===== src/rtl/clkrstgen.sv =====
// clkrstgen: clock and reset generator for FPGA board tops.
//
// Divides the oscillator clock CLK by an even ratio DIV into the system clock clk
// (50 % duty). Produces power_on_reset for the system: asserted asynchronously by
// BTN_N low, released only after BTN_N has been synchronised, stayed high for
// DEBOUNCE CLK cycles, and RSTCYCLES further falling edges of clk have passed.
//
// Ports:
//   CLK            in   oscillator clock (only clock in the block)
//   BTN_N          in   asynchronous active-low reset button
//   trap           in   trap flag from the system, clk domain
//   clk            out  divided system clock, registered
//   power_on_reset out  active-high system reset, registered
//
// Optional feature macro: CLKRSTGEN_TRAP_RESET_EN
//   Defined:   a trap seen on a clk falling edge while running restarts the stretch.
//   Undefined: trap is ignored.
module clkrstgen #(
  parameter int unsigned DIV       = 4,
  parameter int unsigned DEBOUNCE  = 1024,
  parameter int unsigned RSTCYCLES = 16
) (
  input  logic CLK,
  input  logic BTN_N,
  input  logic trap,
  output logic clk,
  output logic power_on_reset
);

  localparam int unsigned Half = DIV / 2;
  localparam int unsigned CntW = (Half > 1) ? $clog2(Half) : 1;
  localparam int unsigned DW   = (DEBOUNCE > 1) ? $clog2(DEBOUNCE) : 1;
  localparam int unsigned RW   = (RSTCYCLES > 1) ? $clog2(RSTCYCLES) : 1;

  localparam logic [CntW-1:0] CntLast = CntW'(Half - 1);
  localparam logic [DW-1:0]   DLast   = DW'(DEBOUNCE - 1);
  localparam logic [RW-1:0]   RLast   = RW'(RSTCYCLES - 1);

  if (DIV < 2 || (DIV % 2) != 0) begin : g_bad_div
    $error("clkrstgen: DIV must be even and >= 2");
  end
  if (DEBOUNCE < 1) begin : g_bad_debounce
    $error("clkrstgen: DEBOUNCE must be >= 1");
  end
  if (RSTCYCLES < 1) begin : g_bad_rstcycles
    $error("clkrstgen: RSTCYCLES must be >= 1");
  end

  // Divider
  logic [CntW-1:0] cnt_q;
  logic            clk_q;
  logic            toggle;
  logic            fall;

  assign toggle = (cnt_q == CntLast);
  assign fall   = toggle & clk_q;  // this CLK edge takes clk from 1 to 0

  always_ff @(posedge CLK or negedge BTN_N) begin
    if (!BTN_N) begin
      cnt_q <= '0;
      clk_q <= 1'b0;
    end else if (toggle) begin
      cnt_q <= '0;
      clk_q <= ~clk_q;
    end else begin
      cnt_q <= cnt_q + CntW'(1);
    end
  end

  // Button release synchroniser
  logic s1_q, s2_q;

  always_ff @(posedge CLK or negedge BTN_N) begin
    if (!BTN_N) begin
      s1_q <= 1'b0;
      s2_q <= 1'b0;
    end else begin
      s1_q <= 1'b1;
      s2_q <= s1_q;
    end
  end

  // Reset sequencer
  typedef enum logic [1:0] {StReset, StDebounce, StStretch, StRun} state_e;

  state_e        state_q, state_d;
  logic [DW-1:0] dcnt_q, dcnt_d;
  logic [RW-1:0] rcnt_q, rcnt_d;
  logic          por_q, por_d;

  always_comb begin
    state_d = state_q;
    dcnt_d  = dcnt_q;
    rcnt_d  = rcnt_q;
    unique case (state_q)
      // The edge that first sees s2 high already counts as debounce cycle one, so
      // stretching begins DEBOUNCE cycles after s2 rises.
      StReset: begin
        if (s2_q) begin
          if (dcnt_q == DLast) begin
            state_d = StStretch;
          end else begin
            state_d = StDebounce;
            dcnt_d  = dcnt_q + DW'(1);
          end
        end
      end
      StDebounce: begin
        if (dcnt_q == DLast) begin
          state_d = StStretch;
          dcnt_d  = '0;
        end else begin
          dcnt_d = dcnt_q + DW'(1);
        end
      end
      StStretch: begin
        if (fall) begin
          if (rcnt_q == RLast) begin
            state_d = StRun;
            rcnt_d  = '0;
          end else begin
            rcnt_d = rcnt_q + RW'(1);
          end
        end
      end
      StRun: begin
`ifdef CLKRSTGEN_TRAP_RESET_EN
        if (fall && trap) begin
          state_d = StStretch;
          rcnt_d  = '0;
        end
`endif
      end
      default: state_d = StReset;
    endcase
    // Registered from the next state so release lands exactly on a clk fall.
    por_d = (state_d != StRun);
  end

`ifndef CLKRSTGEN_TRAP_RESET_EN
  logic unused_trap;
  assign unused_trap = trap;
`endif

  always_ff @(posedge CLK or negedge BTN_N) begin
    if (!BTN_N) begin
      state_q <= StReset;
      dcnt_q  <= '0;
      rcnt_q  <= '0;
      por_q   <= 1'b1;
    end else begin
      state_q <= state_d;
      dcnt_q  <= dcnt_d;
      rcnt_q  <= rcnt_d;
      por_q   <= por_d;
    end
  end

  assign clk            = clk_q;
  assign power_on_reset = por_q;

endmodule


===== config.mk =====
export PLATFORM = sky130hd
export DESIGN_NAME = clkrstgen
export DESIGN_NICKNAME = d
export VERILOG_FILES = /design/src/rtl/clkrstgen.sv
export SDC_FILE = /design/constraint.sdc
export NUM_CORES = 1
export LEC_CHECK = 0
export CORE_UTILIZATION = 32
export DETAILED_ROUTE_END_ITERATION = 6
export PLACE_DENSITY = 0.6
export RECOVER_POWER = 100
export SLEW_MARGIN = 20
export SYNTH_ARGS = -nofsm -noshare
export SYNTH_HDL_FRONTEND = slang
export SYNTH_SLANG_ARGS = --single-unit

===== constraint.sdc =====
create_clock -name CLK -period 2.61 [get_ports CLK]
set_clock_uncertainty 0.15 [all_clocks]
set_input_delay 0.522 -clock CLK [delete_from_list [all_inputs] [get_ports CLK]]
set_output_delay 0.522 -clock CLK [all_outputs]
set_load 0.05 [all_outputs]

* Yosys cells after proc, flatten, opt, wreduce, memory -nomap -nowiden *
Cells that the tools add are included.

storage, ports and cells
  flip-flop bits (word level) = 21
  bits of input ports = 3
  word-level logic and storage cells = 36

operators by class
  $add $sub $neg = 3
  equal/unequal tests = 7
  muxes and demuxes = 12
  bitwise operators = 2
  reduce and logical (&&, ||, !) cells = 4

operator list
  kind                   count
  $mux 10                3
  $pmux 10 s2            1
  $add 10x1->10 const B  1
  $eq 10x10->1 const B   1
  $mux 2                 5
  $ne 2x2->1 const B     3
  $pmux 2 s3             1
  $add 4x1->4 const B    1
  $eq 4x4->1 const B     1
  $mux 4                 1
  $reduce_and 3->1       1
  $eq 2x1->1 const B     1
  $eq 2x2->1 const B     1
  $logic_not 2->1        1
  $reduce_and 2->1       1
  $reduce_bool 2->1      1
  $add 1x1->1 const B    1
  $and 1x1->1            1
  $mux 1                 1
  $not 1->1              1

* Depth between registers and ports, before layout *
  word-level depth = 5
  gate-level depth with buffers = 6

* Worst setup path after synthesis *
Ideal clock, no wire load.

  path type = register to register
  start point = reg dcnt_q[0]
  end point = reg dcnt_q[5]
  data arrival time = 1532 ps
  setup slack = 800 ps
  stages on the path, launching flop included = 7
  clock period less this slack = 1810 ps
  cells stage by stage = dfrtp_1 > ha_1 > and3_1 > buf_6 > a31o_4 > a221oi_1 > o2bb2ai_1

between the ends
  cells in the longest elaborated chain, start to end = 4
  elaborated cells on any way between the ends = 8

ends and longest elaborated chain
  what                      RTL line  source
  start: declaration        87        logic [DW-1:0] dcnt_q, dcnt_d;
  start signal: assignment  153       dcnt_q <= dcnt_d;
  $add 10x1->10             104, 113
  $mux 10                   100       if (dcnt_q == DLast) begin
  $mux 10                   99        if (s2_q) begin
  $pmux 10 s2               95        unique case (state_q)

Parallel ways exist; a longest one is shown, timed or not. The select of a mux whose other input is x is not followed.
A chain may end at the register's enable or synchronous reset.

* Worst setup path in the final report *
  start point = reg por_q, in the netlist power_on_reset
  end point = out power_on_reset

RTL lines
  what                      RTL line  source
  start: declaration        89        logic por_q, por_d;
  start signal: assignment  155       por_q <= por_d;
  end: declaration          27        output logic power_on_reset

No word-level cell between the ends.

==> results_dict.tcl <==
set metrics [dict create \
    core-area_um2 3050 \
    fp.dieArea_um2 3440 \
    synth_top_family_by_area "compound AO/OA/AOI/OAI gates" \
    hp-class "flip-flop to flip-flop" \
    clk_latency_ns 0.31 \
    fmax_mhz 420 \
    grt_pass1_wl_um 3070 \
    routabilityCongestion 0.806 \
    cpMaxStageDelayCell "dlygate4sd3_1" \
    synth_xor_area_frac 0.0426 \
    hold_viol 0 \
    numCtsBuffers 3 \
    route.met2.wl_um 840 \
    path_buf_inv 1 \
    multi_input_area_um2 415 \
    grt.total_usage 0.122 \
    routed.top_layer "met4" \
    synth.distinct_cells 34 \
    timing.setup.tns_ns 0 \
    ys_seq_elements 21 \
    cts_buffer_depth 2 \
    overflow 0 \
    synth_compound_area_frac 0.192 \
    initial_core_util 0.336 \
    root_buffer "clkbuf_4" \
    n_fill_cell 344 \
    antenna_cells 0 \
    drive_above_1_share 0.0900 \
    antenna_found_initial 0 \
    io_buffers 3 \
    synthesis.area_um2 1030 \
    period_minus_slack_ns 2.38 \
    syn_area_per_cell_um2 10.8 \
    die_w_um 58.7 \
    slowest_delay_ns 0.86 \
    min_from "s1_q" \
    cts_tree "yes" \
    regArea_um2 527 \
    crit_family "buffers and inverters" \
    met1_length_um 883 \
    synthTopCellsByArea "dfrtp_1 49%, a211oi_2 4.9%, nand2_1 3.7%, xor2_1 3.4%, nand3_1 2.9%" \
    cp.required_ns 1.94 \
    cts_max_level 1 \
    worst_slew_margin_rel 0.259 \
    io_pins 5 \
    pre_cts_slack_ns 0.649 \
    post-route-period-util 0.912 \
    clock_sinks 21 \
    worst_ep_arrival_time_ns 1.71 \
    grt_max_degree 22 \
    maxSlewViolCount 0 \
    synthMuxAreaShare 0.0305 \
    setup_viol 0 \
    synth_fa_ha_area_frac 0.0244 \
    routed_wl_um 1800 \
    yosys.area.top_type "dfrtp_1" \
    wl_met3_um 47 \
    synth_top_area_frac 0.487 \
    dr.pass1.iters 3 \
    area_growth_syn_to_layout_pct 5.85 \
    fin_ws_ns 0.230 \
    grt_pass1_vias 686 \
    synthCells 95 \
    drtIter0Drc 12 \
    p_leak_nw 0.489 \
    ys_warn_count 0 \
    rsz0062_at_grt "no" \
    vias 705 \
    ys_seq_area_frac 0.513 \
    rr_startpoint "dcnt_q[0]" \
    dp_hpwl_um 1260 \
    powerDensity_nw_per_um2 672 \
    row_count 20 \
    worst_ir_drop_vdd_mv 0.343 \
    cp-start-kind "flip-flop" \
    worstMarginPinSlew_ns 1.11 \
    outcome "completed" \
    ff2ff_setup_slack_ns 0.41 \
    drc 0 \
    cp-end-kind "output pin" \
    cp-startpoint "power_on_reset" \
    nets 106 \
    synth_simple_gate_area_frac 0.149 \
    crit_chain "dlygate4sd3_1" \
    path_clk_slew_ns 0.12 \
    cts_resized 0 \
    vias_per_cell 4.90 \
    syn_nets 100 \
    critPathKind "flip-flop to output pin" \
    wl_per_cell_um 12.5 \
    crit_fanout 1 \
    ant_nets 0 \
    maxCapViolCount 0 \
    die_h_um 58.7 \
    postCtsHoldBufs 0 \
    post_cts_buffers 0 \
]
-- cell families after synthesis --
group | after synthesis
compound gates | 23
xor+xnor | 5
buf+inv | 10
other cells | 1
fa+ha+maj | 2
flops | 21
simple gates | 30
mux | 3
-- final timing paths --
kind | to | cells after the start
min | s2_q | 0
min reg2reg | s2_q | 0
max reg2reg | dcnt_q[7] | 5
min in group asynchronous | dcnt_q[7] | 2
max | power_on_reset | 1
max in group asynchronous | cnt_q | 2
-- Yosys cell counts --
master and instances:
mux2_2 1, nand4_1 3, a21oi_2 1, nor2b_1 1, and4b_1 1, a221oi_1 1, o2111ai_1 1, buf_2 1
clkbuf_1 1, a41oi_1 1, dfstp_2 1, nand2b_1 2, nand2_1 10, mux2i_1 2, inv_1 7, buf_6 1
a31o_4 1, a21oi_1 3, o21ai_0 6, ha_1 2, xnor2_1 1, conb_1 1, nand3_1 6, nor2_1 2
and3_1 3, or2_2 1, a31oi_1 2, nor3_1 1, a31oi_4 1, xor2_1 4, o2bb2ai_1 1, a211oi_2 4
dfrtp_1 20, o21bai_1 1
-- final cells by class --
cell class,count,share of cell area
flip-flops and latches,21,0.484
multi-input cells,64,0.382
well taps,44,0.0506
repair buffers,4,0.0311
inverters,7,0.0242
clock buffers,3,0.0207
clock inverters,1,0.00690
-- flip-flops by register name, summed over array words and instances (netlist names) --
| name | count |
|---|---|
| s2_q | 1 |
| clk | 1 |
| cnt_q | 1 |
| power_on_reset | 1 |
| s1_q | 1 |
| dcnt_q | 10 |
| state_q | 2 |
| rcnt_q | 4 |
-- power breakdown --
group | leakage (nW) | switching [W] | total, W | internal [W]
logic | 0.213 | 0.0000678 | 0.000125 | 0.0000570
registers | 0.262 | 0.0000599 | 0.000439 | 0.000379
clock network | 0.0139 | 0.000108 | 0.000166 | 0.0000585
-- through the flow --
step | hold WS (ns) | power, W | cell area (um^2) | utilization | cells
floorplan | 0.0764 | 0.000547 | 1030 | - | 95
global placement | 0.184 | 0.000577 | 1100 | 0.360 | 140
detailed placement | 0.185 | 0.000585 | 1100 | 0.360 | 140
CTS | 0.215 | 0.000752 | 1130 | 0.370 | 144
global route | 0.221 | 0.000782 | 1090 | 0.356 | 144
finish | 0.212 | 0.000730 | 1090 | 0.356 | 144
-- metal layers --
| layer | up-vias | track usage |
|---|---|---|
| li1 | 348 | - |
| met1 | 346 | 0.148 |
| met2 | 6 | 0.204 |
| met3 | 5 | 0.0396 |
| met4 | 0 | 0.0408 |
| met5 | - | 0 |
-- cells in the final DEF (no fill, tap or decap), drive strengths merged --
cell type,Yosys,routed
dlygate4sd3,0,3
nor3,1,1
nor2b,1,1
a31oi,3,3
a221oi,1,1
nand2,10,10
mux2i,2,2
and4b,1,1
conb,1,1
clkbuf,1,4
xnor2,1,1
nand2b,2,2
a41oi,1,1
o21bai,1,1
clkinvlp,0,1
o2bb2ai,1,1
dfrtp,20,20
mux2,1,1
nand4,3,3
nand3,6,6
inv,7,7
a21oi,4,4
or2,1,1
ha,2,2
a211oi,4,4
o21ai,6,6
a31o,1,1
and3,3,3
xor2,4,4
nor2,2,2
o2111ai,1,1
dfstp,1,1
No activity file was read; power rests on OpenSTA's default activity.
==> patch: new RTL, same settings <==
Remove the register `por_q`: a continuous assignment takes its place, so the output `power_on_reset` follows one clock earlier.
--- a/src/rtl/clkrstgen.sv
+++ b/src/rtl/clkrstgen.sv
@@ -147,14 +147,14 @@
       state_q <= StReset;
       dcnt_q  <= '0;
       rcnt_q  <= '0;
-      por_q   <= 1'b1;
     end else begin
       state_q <= state_d;
       dcnt_q  <= dcnt_d;
       rcnt_q  <= rcnt_d;
-      por_q   <= por_d;
     end
   end
+
+  assign por_q = por_d;
 
   assign clk            = clk_q;
   assign power_on_reset = por_q;
Behaviour: not the same (Yosys sat finds a counterexample within 4 cycles, from zero or initial values).
==> patch against the original RTL <==
- clock power up 56%
- area after synthesis down 2.6%
- total power up 11%
- sequential power down 3%
- design area down 2.3%
- combinational power about the same
- synthesized cell count down 1.1%
- hold slack better by 0.016 ns
- die area down 2.5%
- setup slack better by 0.10 ns
- global-route usage about the same
- routed wire length down 4.2%
- sequential cell count down 1
- largest cell class unchanged
- largest power group unchanged
- highest routed layer unchanged
==> patch: results (changes against the original RTL) <==
critical_path:
  cp_top_family: "buffers and inverters"
  max_stage_delay_ns: 0.89  # +0.03 ns
  slowest_stage: "dlygate4sd3_1"
  arrival_ns: 1.61  # -0.10 ns
  r2r_end: "dcnt_q[9]"
  r2r-start: "dcnt_q[0]"
  crit_path_max_fanout: 4  # +3
  ff2ff_setup_slack_ns: 0.45  # +0.04 ns
finish:
  buf_share_pct: 2.71  # -0.40 points
  multi_input_area_share_pct: 39.1  # +0.90 points
  clk_share_pct: 4.95  # +2.2 points
  seq_area_share_pct: 47.1  # -1.3 points
  nets: 105  # -0.94%
  drive_gt1_share_pct: 9.09  # +0.091 points
  fill_cells: 308  # -10%
  diodes: 0  # unchanged
synth:
  synth_edf_count: 0  # unchanged
  syn_inst: 94  # -1.1%
  async_reset_ff_share_pct: 100  # unchanged
  yosys-top-cells-area: "dfrtp_1 (50%), a211oi_2 (5.0%), nand2_1 (3.8%)"
  synthDistinctLibCells: 33  # -2.9%
  syn_nets: 99  # -1.0%
  ys_top_cells_by_count: "dfrtp_1 (20), nand2_1 (10), inv_1 (7)"
  seq_area_frac_synth_pct: 50.0  # -1.3 points
routing:
  num_vias: 687  # -2.6%
  wl_um: 1720  # -4.2%
  vias_per_cell: 5.28  # +7.9%
  first_iter_violations: 11  # -1
global_routing:
  grt_pass1_wl_um: 3060  # -0.23%
  antenna_found_initial: 0  # unchanged
  track_usage_pct: 12.2  # about the same
  grt_pass1_vias: 663  # -3.4%
  grt_max_degree: 21  # -4.5%
placed_design:
  place_inst: 126  # -10%
  io_buffers: 3  # unchanged
  dp_hpwl_um: 1190  # -5.0%
  place.gp.congestion: 0.797  # -1.1%
  post_dp_cell_area_mm2: 0.00105  # -4.1%
clocking:
  clock_path_buffers: 2  # unchanged
  cts_max_level: 1  # unchanged
  cts_root_buf: "clkbuf_4"
  cts_sinks: 20  # -4.8%
  clkTransAtPathRegs_ns: 0.12  # about the same
  post-cts-setup-buffer-count: 0  # unchanged
  cts_resized: 0  # unchanged
pwr:
  p_per_area_mw_per_mm2: 762  # +13%
  peakVddDrop_v: 0.000318  # -7.3%
  power.leakage_uw: 0.000495  # +1.2%
min_path:
  hold-path-endpoint: "s2_q"
  min_from: "s1_q"
outcome:
  outcome: "completed"
sta:
  slew_headroom_pct: 29.9  # +4.0 points
  post-route-period-util_pct: 87.3  # -3.9 points
patch: changes by cell type after synthesis:
cell / change
dfstp_2: -1
patch: where the power goes:
part | switching, uW | internal (uW) | leakage, uW
logic | 67.9 | 57.4 | 0.000215
clock network | 104 | 155 | 0.0000279
registers | 61.1 | 364 | 0.000252
total | 233 | 576 | 0.000495
patch: worst max-delay path by stage:
| stage | end | from | depth (start not counted) | slack, ns |
|---|---|---|---|---|
| 5_1_grt | power_on_reset | rcnt_q[0] | 5 | 0.17 |
| 6_report | clk | clk | 1 | 0.33 |
| 4_1_cts | clk | clk | 1 | 0.38 |
| 2_1_floorplan | power_on_reset | clk | 3 | 0.75 |
| 3_5_place_dp | dcnt_q[7] | dcnt_q[0] | 5 | 0.68 |
| 3_3_place_gp | dcnt_q[5] | dcnt_q[0] | 5 | 0.71 |
patch: cells by family after synthesis:
| kind of cell | Yosys count | synth area share [%] |
|---|---|---|
| XOR/XNOR | 5 | 4.37 |
| adder cells (fa/ha/maj) | 2 | 2.50 |
| AO/OA/AOI/OAI | 23 | 19.8 |
| AND/OR/NAND/NOR | 30 | 15.3 |
| other | 1 | 0.375 |
| multiplexers | 3 | 3.13 |
| flip-flops | 20 | 50.0 |
| buffers and inverters | 10 | 4.62 |
patch: metal layers:
metal	up-vias	wire [um]	track usage [%]
met3	2	65	4.69
met1	332	925	17.9
li1	346	-	-
met5	-	0	0
met4	0	8	4.08
met2	7	723	16.3
patch: through the flow:
step	hold slack (ns)	worst slack (ns)	total power, uW
2_1_floorplan	0.0764	0.753	532
6_report	0.228	0.331	809
3_3_place_gp	0.184	0.711	558
5_1_grt	0.235	0.168	859
4_1_cts	0.229	0.377	826
3_5_place_dp	0.200	0.678	566
